## src/rtl/custom_buff_step_sequencer_pkg.sv

```systemverilog
// Shared constants and FSM encoding for the buffer-schedule step sequencer.
package custom_buff_step_sequencer_pkg;

    localparam int CNT_W     = 5;
    localparam int LAST_STEP = 25;
    localparam int NUM_BUFF  = 4;

    typedef enum logic [1:0] {
        ST_IDLE  = 2'd0,
        ST_ISSUE = 2'd1,
        ST_WAIT  = 2'd2,
        ST_DONE  = 2'd3
    } seq_state_t;

endpackage

```

## src/rtl/custom_buff_step_sequencer.sv

```systemverilog
// Step sequencer: walks step_cnt 0..LAST_STEP once per start, issuing read
// requests for the buffers the external decoder marks as used at each step
// and holding the step until every requested buffer has acknowledged.
module custom_buff_step_sequencer
    import custom_buff_step_sequencer_pkg::*;
(
    input  logic                clk,
    input  logic                rst,
    input  logic                start,
    output logic [CNT_W-1:0]    step_cnt,
    input  logic [NUM_BUFF-1:0] buff_use,
    output logic [NUM_BUFF-1:0] rd_req,
    input  logic [NUM_BUFF-1:0] rd_ack,
    output logic                step_valid,
    output logic                busy,
    output logic                done
);

    seq_state_t          state;
    seq_state_t          state_nxt;
    logic [NUM_BUFF-1:0] pending;
    logic [NUM_BUFF-1:0] pend_ret;
    logic                last_step;
    logic                step_fin;

    // Only acks on currently requested bits retire a pending buffer; several
    // buffers may retire in the same cycle.
    assign pend_ret  = pending & ~(rd_ack & rd_req);
    assign last_step = (step_cnt == CNT_W'(LAST_STEP));

    // Current step is serviced: empty mask in ISSUE, or last ack seen in WAIT.
    assign step_fin = ((state == ST_ISSUE) && (buff_use == '0)) ||
                      ((state == ST_WAIT)  && (pend_ret == '0));

    // State register.
    always_ff @(posedge clk or posedge rst) begin
        if (rst) begin
            state <= ST_IDLE;
        end else begin
            state <= state_nxt;
        end
    end

    // Next-state logic; a finished step either moves to the next ISSUE or,
    // after LAST_STEP, to DONE.
    always_comb begin
        state_nxt = state;
        case (state)
            ST_IDLE: begin
                if (start) begin
                    state_nxt = ST_ISSUE;
                end
            end
            ST_ISSUE: begin
                if (buff_use != '0) begin
                    state_nxt = ST_WAIT;
                end else if (last_step) begin
                    state_nxt = ST_DONE;
                end
            end
            ST_WAIT: begin
                if (pend_ret == '0) begin
                    state_nxt = last_step ? ST_DONE : ST_ISSUE;
                end
            end
            ST_DONE: begin
                state_nxt = ST_IDLE;
            end
            default: begin
                state_nxt = ST_IDLE;
            end
        endcase
    end

    // Outputs: step_valid is same-cycle with the completing condition, so no
    // bubble is added between steps.
    always_comb begin
        step_valid = step_fin;
        busy       = (state != ST_IDLE);
        done       = (state == ST_DONE);
    end

    // Step counter, pending mask and registered read requests. rd_req only
    // drops bits that have been acked, so a still-pending bit never toggles.
    always_ff @(posedge clk or posedge rst) begin
        if (rst) begin
            step_cnt <= '0;
            pending  <= '0;
            rd_req   <= '0;
        end else begin
            case (state)
                ST_IDLE: begin
                    pending <= '0;
                    rd_req  <= '0;
                    if (start) begin
                        step_cnt <= '0;
                    end
                end
                ST_ISSUE: begin
                    pending <= buff_use;
                    if (buff_use != '0) begin
                        rd_req <= buff_use;
                    end else if (!last_step) begin
                        step_cnt <= step_cnt + CNT_W'(1);
                    end
                end
                ST_WAIT: begin
                    pending <= pend_ret;
                    rd_req  <= pend_ret;
                    if ((pend_ret == '0) && !last_step) begin
                        step_cnt <= step_cnt + CNT_W'(1);
                    end
                end
                ST_DONE: begin
                    step_cnt <= '0;
                    pending  <= '0;
                    rd_req   <= '0;
                end
                default: begin
                    step_cnt <= '0;
                    pending  <= '0;
                    rd_req   <= '0;
                end
            endcase
        end
    end

endmodule

```

## config.mk

```make
export PLATFORM = sky130hd
export DESIGN_NAME = custom_buff_step_sequencer
export DESIGN_NICKNAME = d
export VERILOG_FILES = /design/src/rtl/custom_buff_step_sequencer_pkg.sv /design/src/rtl/custom_buff_step_sequencer.sv
export SDC_FILE = /design/constraint.sdc
export NUM_CORES = 1
export LEC_CHECK = 0
export CORE_MARGIN = 2
export CORE_UTILIZATION = 43
export CTS_CLUSTER_DIAMETER = 120
export CTS_CLUSTER_SIZE = 30
export DETAILED_ROUTE_END_ITERATION = 6
export HOLD_SLACK_MARGIN = 0.15
export PLACE_DENSITY = 0.86
export RECOVER_POWER = 100
export SLEW_MARGIN = 20
export SYNTH_ARGS = -nofsm -noshare
export SYNTH_HDL_FRONTEND = slang
export SYNTH_SLANG_ARGS = --single-unit
```

## constraint.sdc

```tcl
create_clock -name clk -period 1.6 [get_ports clk]
set_input_delay 0.32 -clock clk [delete_from_list [all_inputs] [get_ports clk]]
set_output_delay 0.32 -clock clk [all_outputs]
set_load 0.01 [all_outputs]
```

==> results.md, run 1 <==
Worst setup path:
- The family with the most delay on the worst path is flip-flops.
- The critical path launch point type is a register.
- The critical path goes through buf_6 > buf_4 > ha_4 > nand2_2 > nand2_1 > buf_2.
- At the worst endpoint, the required time is 1.28 ns.
- Along the worst path, the maximum fanout reaches 3.
- The kind of critical path is register to output port.
- Counting cells, the worst reg-to-reg path comes to 8.
- Counting buffers and inverters, the worst setup path is 6 cells deep.
- The kind of end point of the critical path is an output port.
- In this design, the stage delay of the slowest critical-path cell is roughly 0.43 ns.
- The slowest stage of the critical path is the sky130_fd_sc_hd__dfrtp_1 cell.
- Together, buffers and inverters on the worst path number 3.
- At the worst endpoint, the arrival time is 1.39 ns.

Layout:
- The proportion of layout cells with a drive suffix above 1 is 48.6%.
- The fill cell instance count of the final layout is 104.
- Relative to the synthesized area, the layout overhead comes to 80.7%.
- At the end of the flow, the number of nets in the layout was 167.
- The repair_antennas step left the layout with diodes totalling 0.

Route:
- After the first detailed-routing iteration, the DRC count stood at 20.
- The pre-antenna-repair detailed-routing pass consisted of 4 iterations.
- The detailed router placed 969 vias in this run.
- The wire length after detailed routing is 3230 µm.
- The average wire per standard cell is 18.4 µm.
- For this run, design rule violations remaining after detail routing come to 0.
- The number of vias per cell after detailed routing is 5.54.
- The post-detailed-route count of antenna-violating nets is 0.

Timing:
- The upper clock frequency limit is 585 MHz.
- The worst pin sits at a relative slew slack of 45.7%.
- The worst-case clock skew is 0.00753 ns.
- The final count of hold timing violations is 0.
- The number of endpoints failing setup at the final stage is 12.
- Counting I/O delays and the setup requirement, the final critical path takes 1.71 ns.
- The number of max-slew violations in the final report is 0.
- At the pin with the least slew margin, the transition time is between 0.8 and 0.9 ns.
- Across all hold checks on the routed design, the worst slack comes to 0.575 ns.
- The worst setup slack after layout is -0.109 ns.
- Of the available clock period, the critical path in the final layout requires 107%.
- Setup repair after global routing could not meet its margin everywhere.

GRT:
- The largest net degree at the start of global routing is 16.
- The total routing resource utilization after global routing is 24.6%.
- The total global routing overflow is 0.
- The via count of the first global-routing pass is 1027.
- The first global-routing pass estimated roughly 4700 µm of wire.
- The initial antenna violation count is 0.

Floorplan:
- The die covers 0.00246 mm².
- The number of top-level pins is 23.
- The starting utilization of the core area is between 40 and 50%.
- The height of the chip is around 50 µm.
- The number of placement rows is 16.
- The floorplan step defined a core boundary enclosing 0.00196 mm².
- The floorplan die width is 49.6 µm.

Logic synthesis:
- The mapped cell area is 896 µm².
- Of the total synthesized cell area, the portion taken by AND, OR, NAND and NOR gates is 18.9%.
- Synthesis inferred 15 register bits.
- The synthesized netlist devotes 23.0% of its cell area to compound gates.
- The xor and xnor area share after synthesis is 0%.
- The most used flip-flop cell after synthesis is sky130_fd_sc_hd__dfrtp_1.
- The post-synthesis cell type count is 34.
- The share of synthesized area spent on multiplexers is 2.23%.
- The count of warnings emitted by yosys is 0.
- The async set-or-reset flop fraction in the synthesized netlist is 100%.
- Yosys mapped a number of flops with a built-in enable equal to 0.
- When the netlist entered floorplanning its net count stood at 100.
- In the synthesized netlist, the number of instances is 82.
- The dominant combinational cell family by area after synthesis is compound AO/OA/AOI/OAI gates.
- The synthesized netlist devotes 9.78% of its cell area to adder and majority cells.
- The sequential-to-total area share from yosys stat is 41.9%.
- The average footprint of a synthesized cell is 10.9 µm².

Clock tree:
- The maximum root-to-sink buffer count is 2.
- The number of sinks on the clock net is 15.
- The deepest level of the CTS H-tree is 1.
- The clock tree from TritonCTS is done.
- Counting the buffers created by CTS gives 3.
- At the later pin of the worst-skew pair, clock insertion delay measures 0.29 ns.
- The count of hold buffers inserted by post-cts repair is 0.
- The post-CTS clock slew at the launch and capture registers of the worst setup and hold paths is around 0.09 ns.
- The cell chosen for the clock root is sky130_fd_sc_hd__clkbuf_4.

Worst hold path:
- The number of cells on the worst hold path is 1.
- The path class of the tightest hold or removal check is register to register.

Run:
- Across the run, the number of max-cap violations was 0.

Placement:
- The final HPWL from detailed placement is 1880 µm.
- The count of port buffers added during placement is 22.
- The global placement routability congestion is 0.808.

Outcome:
- The flow ran to the end, but the final reports show violations.
- The checks that failed: setup timing.

Power and ir drop:
- Power spread over the standard cell area amounts to between 1500 and 2000 mW/mm².
- The analysis attributes to cell leakage a power of around 0.82 nW.
- The total design power is 0.00293 W.
- Across the VDD grid, the largest voltage drop is 1.28 mV.
[worst register-to-register path: stages (launching register included)]
cell	delay [ns]
sky130_fd_sc_hd__dfrtp_1	0.42
sky130_fd_sc_hd__buf_6	0.13
sky130_fd_sc_hd__inv_4	0.04
sky130_fd_sc_hd__ha_4	0.14
sky130_fd_sc_hd__or2b_4	0.20
sky130_fd_sc_hd__a21boi_4	0.18
sky130_fd_sc_hd__buf_6	0.14
sky130_fd_sc_hd__nand4_1	0.09
sky130_fd_sc_hd__a32o_1	0.23
[cell type report]
| class | instances | area, µm² | share of cell area, % |
|---|---|---|---|
| Multi-Input combinational cell | 59 | 618 | 38.2 |
| Tap cell | 27 | 33.8 | 2.09 |
| Clock inverter | 1 | 5.00 | 0.309 |
| Timing Repair Buffer | 63 | 536 | 33.1 |
| Clock buffer | 3 | 22.5 | 1.39 |
| Inverter | 7 | 28.8 | 1.78 |
| Sequential cell | 15 | 375 | 23.2 |
[synth_stat cells (2+ instances only)]
cell                        n  area share [%]
sky130_fd_sc_hd__inv_1      7             2.9
sky130_fd_sc_hd__nand4_1    3             2.1
sky130_fd_sc_hd__dfrtp_1   15              42
sky130_fd_sc_hd__nand2_1    6             2.5
sky130_fd_sc_hd__a21boi_0   2             1.7
sky130_fd_sc_hd__a21o_1     4             3.4
sky130_fd_sc_hd__nand3_1    4             2.2
sky130_fd_sc_hd__nand2b_1   2             1.4
sky130_fd_sc_hd__ha_1       7             9.8
sky130_fd_sc_hd__a21boi_1   3             2.5
sky130_fd_sc_hd__nor4_1     2             1.4
sky130_fd_sc_hd__mux2i_1    2             2.2
sky130_fd_sc_hd__a22o_1     3             2.9
sky130_fd_sc_hd__nor2_1     2            0.84
[cells in the final DEF (no fill, tap or decap), types with 3 or more instances in the layout]
cell type | Yosys | routed
sky130_fd_sc_hd__buf_4 | 0 | 31
sky130_fd_sc_hd__dfrtp_1 | 15 | 15
sky130_fd_sc_hd__dlygate4sd2_1 | 0 | 13
sky130_fd_sc_hd__buf_6 | 1 | 10
sky130_fd_sc_hd__nand2_1 | 6 | 5
sky130_fd_sc_hd__a21boi_4 | 0 | 4
sky130_fd_sc_hd__nand3_1 | 4 | 4
sky130_fd_sc_hd__inv_1 | 7 | 4
sky130_fd_sc_hd__a21o_1 | 4 | 4
sky130_fd_sc_hd__nand4_1 | 3 | 3
sky130_fd_sc_hd__a22o_1 | 3 | 3
sky130_fd_sc_hd__ha_4 | 0 | 3
sky130_fd_sc_hd__ha_1 | 7 | 3
sky130_fd_sc_hd__clkbuf_4 | 0 | 3
[state kept, by name (all words and copies together) (netlist names)]
name and flops:
rd_req 4, pending 4, state 2, step_cnt 5
[power by group]
part           internal (W)  switching [W]  total [W]
sequential         0.000520      0.0000994   0.000620
clock             0.0000928       0.000130   0.000223
combinational       0.00112       0.000963    0.00209
[cell families after synthesis]
group                      after synthesis
and+or+nand+nor                         28
DFF                                     15
muxes                                    2
AOI/OAI and AO/OA                       22
buffers and inverters                    8
adders and majority gates                7
[timing repair]
item                                   4_1_cts  5_1_grt
setup endpoints to repair                   18       18
pin swaps                                   17       10
resized for setup                           47       18
buffers inserted                             9        2
endpoints found under the hold margin        0        0
[through the flow]
| step | setup TNS, ns | cell area (µm²) | utilization [%] | setup WS [ns] | instances |
|---|---|---|---|---|---|
| 3_3_place_gp | -3.82 | 1390 | 70.9 | -0.595 | 160 |
| 2_1_floorplan | 0 | 922 | - | 0.00206 | 82 |
| 6_report | -0.579 | 1620 | 82.5 | -0.109 | 175 |
| 3_5_place_dp | -4.25 | 1390 | 70.9 | -0.607 | 160 |
| 4_1_cts | -0.262 | 1540 | 78.3 | -0.147 | 173 |
| 5_1_grt | -1.44 | 1620 | 82.5 | -0.153 | 175 |
[layer usage]
layer	track usage, %	part of all wire (%)
met1	27.9	40
met2	47.3	54
met3	3.94	3.3
met4	6.02	2.4
met5	0	0
[worst paths after layout]
check	startpoint	endpoint	slack, ns
setup / recovery	state[0]$_DFFE_PP0P_	step_valid	-0.11
hold / removal	step_cnt[4]$_DFFE_PP0P_	step_cnt[4]$_DFFE_PP0P_	0.58
setup reg to reg	state[0]$_DFFE_PP0P_	step_cnt[4]$_DFFE_PP0P_	-0.07
hold reg to reg	step_cnt[4]$_DFFE_PP0P_	step_cnt[4]$_DFFE_PP0P_	0.58
max in group asynchronous	rst	pending[0]$_DFF_PP0_	0.40
min in group asynchronous	rst	step_cnt[2]$_DFFE_PP0P_	0.70
Power figures use the tool's default switching activity.
==> run 2, diff against run 1 <==
- CORE_UTILIZATION: 43 -> 40
- PLACE_DENSITY: 0.86 -> 0.82
==> results.md, run 2 (synthesized netlist as in run 1, its figures left out) <==
GRT:
- The total global routing overflow is 0.
- The first global-routing pass estimated 4280 µm of wire.
- The via count of the first global-routing pass came to around 960.
- The total routing resource utilization after global routing is 21.9%.
- The initial antenna violation count is 0.
- The largest net degree at the start of global routing is 16.

Floorplan:
- The total die area is 0.00263 mm².
- The floorplan core area is 0.00217 mm².
- In this run the horizontal extent of the chip is 51.3 µm.
- The number of top-level pins is 23.
- The starting utilization of the core area is ~41%.
- Measured along the y axis, the die boundary spans 51.3 µm.
- The number of placement rows is 17.

Clock tree:
- Counting every sink on the clock net gives 15.
- The cell chosen for the clock root is sky130_fd_sc_hd__clkbuf_4.
- The total CTS buffers is 3.
- The maximum root-to-sink buffer count is 2.
- For this design, the CTS-stage hold fixing added 0 buffers.
- After clock tree synthesis, the clock-pin slew on the worst setup and hold paths is 0.10 ns.
- The insertion delay to the later sink of the worst-skew pair is 0.29 ns.
- TritonCTS built the clock tree.
- In this run the number of H-tree levels came out at 1.

Route:
- The wire length after detailed routing is 2790 µm.
- Once detail routing completed, the nets flagged for antenna violations numbered 0.
- The first TritonRoute pass finished after 5 iterations.
- Summing over every cut layer, the via total after detailed routing is 907.
- The DRC marker count from the first detailed-route iteration is 19.
- In the routed design, unresolved DRC markers number 0.
- Dividing the detail-routed via count by the number of cells gives 5.34.
- After detailed routing, the average wire length per cell comes to 16.4 µm.

Layout:
- In the final layout, the multi-input gates occupy about 600 µm².
- Summing all flip-flop and latch instances after layout gives 377 µm².
- After filler insertion, the fill cell instance count of the layout stands at 173.
- The largest registers in the layout are step_cnt (5), pending (4), rd_req (4).
- Excluding fillers, the count of instances in the completed layout stands at 170.
- The post-layout net count is 161.
- The library cells used most frequently in the layout, excluding fill and tap cells, are sky130_fd_sc_hd__buf_4, sky130_fd_sc_hd__dlygate4sd2_1, sky130_fd_sc_hd__dfrtp_1, sky130_fd_sc_hd__clkbuf_4.
- The register with the most flip-flops in the layout has 5 of them.
- Leaving out fill and tap cells, the most frequent cell in the layout is sky130_fd_sc_hd__buf_4.
- The area growth from synthesis to layout is 69.3%.
- Cells with a size suffix above 1 make up 42.3% of the layout.
- The repair_antennas step left the layout with diodes totalling 0.
- The utilization after layout is between 60% and 70%.
- The largest register by flop count is step_cnt.
- Once layout is done, the placed cells without fillers occupy 0.00152 mm².

Outcome:
- The flow ran to the end, but the final reports show violations.
- The checks that failed: setup timing.

Placement:
- The global placement routability congestion is ~0.84.
- The placed instances occupy a cell area of 0.00138 mm².
- The cell total after placement is 160.
- The count of port buffers added during placement is 22.
- The final HPWL from detailed placement is 1840 µm.

Worst setup path:
- Along the worst path, the maximum fanout reaches 5.
- STA classifies the critical path startpoint as an input port.
- On the critical path, the stage with the largest delay is an instance of sky130_fd_sc_hd__or4_4.
- Across all register-to-register paths, the minimum setup slack is -0.10 ns.
- The worst reg2reg path depth is 6.
- The signal arrival time at the worst endpoint is 1.90 ns.
- The cell with the most instances on the worst path is sky130_fd_sc_hd__buf_4.
- The critical path goes through dlygate4sd2_1 > buf_4 > or4_4 > o21ai_4 > buf_4 > o2111ai_4 > o2bb2ai_1.
- The first element of the critical path is buff_use[3].
- At the worst endpoint, the required time is between 1.5 and 2 ns.
- In this design, the stage delay of the slowest critical-path cell is around 0.54 ns.
- The worst reg2reg path startpoint is pending[1]$_DFF_PP0_.
- The critical path is of the input port to register type.
- Following the worst setup path forward leads to its endpoint at step_cnt[2]$_DFFE_PP0P_.
- The worst setup path is captured at a register.
- The worst register-to-register path ends at state[0]$_DFFE_PP0P_.

Timing:
- The number of endpoints failing setup at the final stage is 12.
- Counting I/O delays and the setup requirement, the final critical path takes 1.71 ns.
- At the pin with the least slew margin, the transition time is ~0.84 ns.
- Across the routed clock network, the largest skew measured is roughly 0.0036 ns.
- The worst setup slack after layout is -0.111 ns.
- The number of max-slew violations in the final report is 0.
- The final count of hold timing violations was 0.
- The worst hold slack is 0.573 ns.
- Setup total negative slack on the finished layout was measured at -0.787 ns.
- Setup repair after global routing could not meet its margin everywhere.
- The upper clock frequency limit is 585 MHz.
- Measured against its own limit, the worst slew margin works out to between 40% and 50%.
- The worst path uses 107% of the clock period.

Worst hold path:
- Along the worst hold path, the cell count comes to 2.
- The class of the tightest hold or removal check is register to register.

Power and ir drop:
- IR analysis of the VDD net gives a maximum drop of 0.969 mV.
- Dividing total power by cell area gives a power density of ~1800 mW/mm².
- The leakage power is 0.766 nW.

Run:
- The number of max-cap violations is 0.
run 2: changes by cell type in the layout (fill, tap and decap cells not counted), moves of 2 or more:
cell / delta
sky130_fd_sc_hd__ha_1: +2
sky130_fd_sc_hd__buf_6: -6
sky130_fd_sc_hd__dlygate4sd2_1: +3
sky130_fd_sc_hd__clkbuf_1: +4
sky130_fd_sc_hd__clkbuf_4: +3
sky130_fd_sc_hd__ha_4: -2
sky130_fd_sc_hd__buf_4: -8
run 2: metrics by stage:
step / worst slack [ns] / total power (W)
after floorplan: 0.00206 / 0.00147
after global placement: -0.609 / 0.00213
after detailed placement: -0.617 / 0.00220
after CTS: -0.0861 / 0.00248
after global routing: -0.163 / 0.00283
final: -0.111 / 0.00267
run 2: how the worst min path moves through the flow:
stage,startpoint,to,slack [ns]
6_report,step_cnt[1]$_DFFE_PP0P_,step_cnt[1]$_DFFE_PP0P_,0.57
5_1_grt,buff_use[2],pending[2]$_DFF_PP0_,0.57
4_1_cts,rst,rd_req[2]$_DFFE_PP0N_,0.32
3_5_place_dp,step_cnt[1]$_DFFE_PP0P_,step_cnt[1]$_DFFE_PP0P_,0.56
3_3_place_gp,step_cnt[4]$_DFFE_PP0P_,step_cnt[4]$_DFFE_PP0P_,0.54
2_1_floorplan,rst,pending[0]$_DFF_PP0_,0.22
run 2: cell type report:
class	instances	share of cell area (%)
Clock inverter	1	0.330
Clock buffer	3	1.49
Multi-Input combinational cell	59	39.7
Sequential cell	15	24.8
Inverter	7	1.73
Timing Repair Buffer	57	29.6
Tap cell	28	2.31
run 2: report_power, final:
group | internal [W] | switching (W) | total [W]
Combinational | 0.000971 | 0.000853 | 0.00182
Sequential | 0.000523 | 0.0000934 | 0.000616
Clock | 0.0000930 | 0.000134 | 0.000227
Total | 0.00159 | 0.00108 | 0.00267
run 2: layer usage:
metal  part of all wire [%]  vias up  global-route usage (%)
met5                      0        -                       0
met4                    1.3        0                    12.7
met3                    5.0        6                    3.51
met2                     55       42                    39.8
met1                     38      433                    23.8
li1                       -      426                       -
run 2: worst max-delay path, delay by kind of cell:
kind | cells | cell delay, ns
compound gates | 3 | 0.47
simple gates | 1 | 0.54
buf+inv | 3 | 0.57
run 2: repair_timing:
item,in CTS,in global routing
setup buffers,2,4
pin swaps,9,14
setup endpoints to repair,22,16
gates resized for setup,40,12
==> run 3, diff against run 2 <==
- CORE_ASPECT_RATIO: default -> 1.25
- SKIP_CTS_REPAIR_TIMING: default -> 1
==> results.md, run 3 (synthesized netlist as in run 1, its figures left out) <==
Layout:
- 0 antenna diodes ended up in the layout.
- After the flow finishes, the layout carries non-filler instances totaling 172.
- Leaving out fill and tap cells, the most frequent cell in the layout is sky130_fd_sc_hd__buf_4.
- Summing all multi-input logic gate instances after layout gives 582 µm².
- Leaving out fill and tap cells, the most frequent cells in the layout are sky130_fd_sc_hd__buf_4, sky130_fd_sc_hd__dfrtp_1, sky130_fd_sc_hd__dlymetal6s2s_1, sky130_fd_sc_hd__clkdlybuf4s25_1, sky130_fd_sc_hd__nand2_1.
- The area added between synthesis and finish is 73.2%.
- For this run, the share of the core covered by cells in the final layout is 71.7%.
- The net count of the finished layout is 160.
- In the final layout, the registers with the most flip-flops are step_cnt (5), pending (4), rd_req (4).
- Once layout is done, the placed cells without fillers occupy ~0.0016 mm².
- Counting the fill cells in the layout gives 161.
- step_cnt holds more flip-flops than any other register.
- The area of all sequential standard cells is between 300 and 400 µm².
- In the final layout, the share of cells above drive strength 1 is 41.8%.
- The register with the most flip-flops in the layout has 5 of them.

Placement:
- Port buffering added 22 buffers.
- The number of placed instances, taps included, is 163.
- The instance area after placement is 0.00139 mm².
- OpenSTA, run right after detailed placement, puts the worst setup slack at -0.594 ns.
- Detailed placement finished with a half-perimeter wire length of 1800 µm.
- The global placement routability congestion is about 0.81.

Timing:
- On the final layout, the worst clock skew is approximately 0.0076 ns.
- The worst pin sits at a relative slew slack of ~43%.
- The final count of hold timing violations is 0.
- Based on the critical path, the design can be clocked at up to between 500 and 600 MHz.
- The final critical delay including setup and external delays is 1.68 ns.
- Adding up every negative setup slack in the final design gives -0.351 ns.
- The number of endpoints failing setup at the final stage is 10.
- The worst setup slack after layout is -0.0812 ns.
- The number of max-slew violations in the final report came to 0.
- Setup repair after global routing could not meet its margin everywhere.
- The actual transition at the worst max-transition pin is between 0.8 and 0.9 ns.
- The worst path uses 105% of the clock period.

Clock tree:
- The clock tree from TritonCTS is done.
- The maximum root-to-sink buffer count is 2.
- For the worst-skew pair, the clock arrives at the later sink with an insertion delay of 0.28 ns.
- The cell chosen for the clock root is sky130_fd_sc_hd__clkbuf_4.
- The total CTS buffers is 3.
- The number of sinks on the clock net is 15.
- The deepest level of the CTS H-tree is 1.
- After clock tree synthesis, the clock-pin slew on the worst setup and hold paths is 0.09 ns.

GRT:
- The total routing resource utilization after global routing is 18.8%.
- The via count of the first global-routing pass is 897.
- The initial antenna violation count is 0.
- Global routing consumed, on the met3 layer, 2.57% of the routing resources.
- The first-pass GRT wire length is 3680 µm.
- The largest net degree at the start of global routing is 16.
- For this run, global-route usage on met1 was measured as 21.7%.
- The routing layer with the top usage in global route is met2.
- The total overflow left after global routing is 0.
- The global-route track usage on met2 is 33.7%.

Worst setup path:
- The number of buffers and inverters on the critical path is 1.
- The cell with the largest stage delay on the worst path is sky130_fd_sc_hd__dfrtp_1.
- The reg-to-reg endpoint is step_cnt[4]$_DFFE_PP0P_.
- The setup check on the worst reg-to-reg path leaves a slack of -0.08 ns.
- The critical path's largest stage delay is 0.42 ns.
- The highest net fanout along the worst path is 4.
- Data on the critical path is required at its endpoint by about 1.8 ns.
- The critical path launch point type is a register.
- In this run the worst setup path begins at state[0]$_DFFE_PP0P_.
- The critical path is of the register to register type.
- For the worst setup path, the data arrival time is 1.85 ns.
- The family with the most delay on the worst path is simple AND/OR/NAND/NOR gates.
- For the worst flop-to-flop path, the logic depth is 6.
- Walking the worst path, the cells encountered are inv_1 > ha_4 > or2b_4 > a21boi_4 > and3_4 > a32o_1.
- The number of gates on the worst path with buffers counted is 6.
- The critical path ends at step_cnt[4]$_DFFE_PP0P_.
- The kind of end point of the critical path is a register.
- The worst reg2reg path startpoint is state[0]$_DFFE_PP0P_.

Floorplan:
- The floorplan has 19 rows.
- The number of top-level pins is 23.
- The floorplan die width is roughly 46 µm.
- The height of the chip is 56.9 µm.
- The floorplan core area is 0.00216 mm².
- The floorplan step defined a die boundary enclosing 0.00264 mm².
- The starting utilization of the core area is about two fifths.

Route:
- The number of vias in the routed layout is 895.
- After detailed routing, the number of remaining DRC violations is 0.
- After detailed routing, the total wire length is 2590 µm.
- The DRC marker count from the first detailed-route iteration is 9.
- In the routed layout, each cell is associated on average with a via count of 5.20.
- The count of TritonRoute iterations in the first routing pass is 4.
- The post-detailed-route count of antenna-violating nets is 0.
- In the final routed layout, each cell accounts on average for 15.0 µm.

Power and ir drop:
- The cell area power density is 1720 mW/mm².
- The leakage power is 0.805 nW.
- Across the VDD grid, the largest voltage drop is 1.25 mV.

Worst hold path:
- The number of cells on the worst hold path is 3.
- The path class of the tightest hold or removal check is input port to register.

Outcome:
- The final reports fail on setup timing.
- The run finished, with violations left.

Run:
- Max-cap violations in this run came to 0.
==> run 3: layout make-up <==
cell class / count / share of cell area (%)
clock buffers: 4 / 1.69
inverters: 7 / 1.69
multi-input cells: 59 / 37.5
flip-flops and latches: 15 / 24.3
well taps: 31 / 2.50
repair buffers: 56 / 32.3
==> run 3: where the power goes <==
part	switching, W	leakage [nW]	internal [W]
Sequential	0.0000920	0.195	0.000521
Clock	0.000114	0.0150	0.0000965
Combinational	0.000826	0.595	0.00101
==> run 3: stage by stage <==
step / power [W] / hold WS, ns
floorplan: 0.00147 / 0.221
global placement: 0.00215 / 0.531
detailed placement: 0.00223 / 0.539
CTS: 0.00245 / 0.339
global route: 0.00285 / 0.460
finish: 0.00266 / 0.453
==> run 3: worst min-delay path, delay by kind of cell <==
| kind | cells | cell delay, ns |
|---|---|---|
| compound gates | 1 | 0.15 |
| buf+inv | 2 | 0.23 |
==> run 3: routing by layer <==
layer / wire, µm / up-vias / share of wire (%)
met2: 1410 / 32 / 55
met4: 58 / 0 / 2.2
li1: - / 427 / -
met1: 992 / 428 / 38
met3: 122 / 8 / 4.7
met5: 0 / - / 0
==> run 3: how the worst min path moves through the flow <==
| stage | start | endpoint | slack, ns |
|---|---|---|---|
| finish | buff_use[0] | pending[0]$_DFF_PP0_ | 0.45 |
| global route | buff_use[0] | pending[0]$_DFF_PP0_ | 0.46 |
| CTS | rst | step_cnt[2]$_DFFE_PP0P_ | 0.34 |
| detailed placement | step_cnt[4]$_DFFE_PP0P_ | step_cnt[4]$_DFFE_PP0P_ | 0.54 |
| global placement | step_cnt[4]$_DFFE_PP0P_ | step_cnt[4]$_DFFE_PP0P_ | 0.53 |
| floorplan | rst | pending[0]$_DFF_PP0_ | 0.22 |
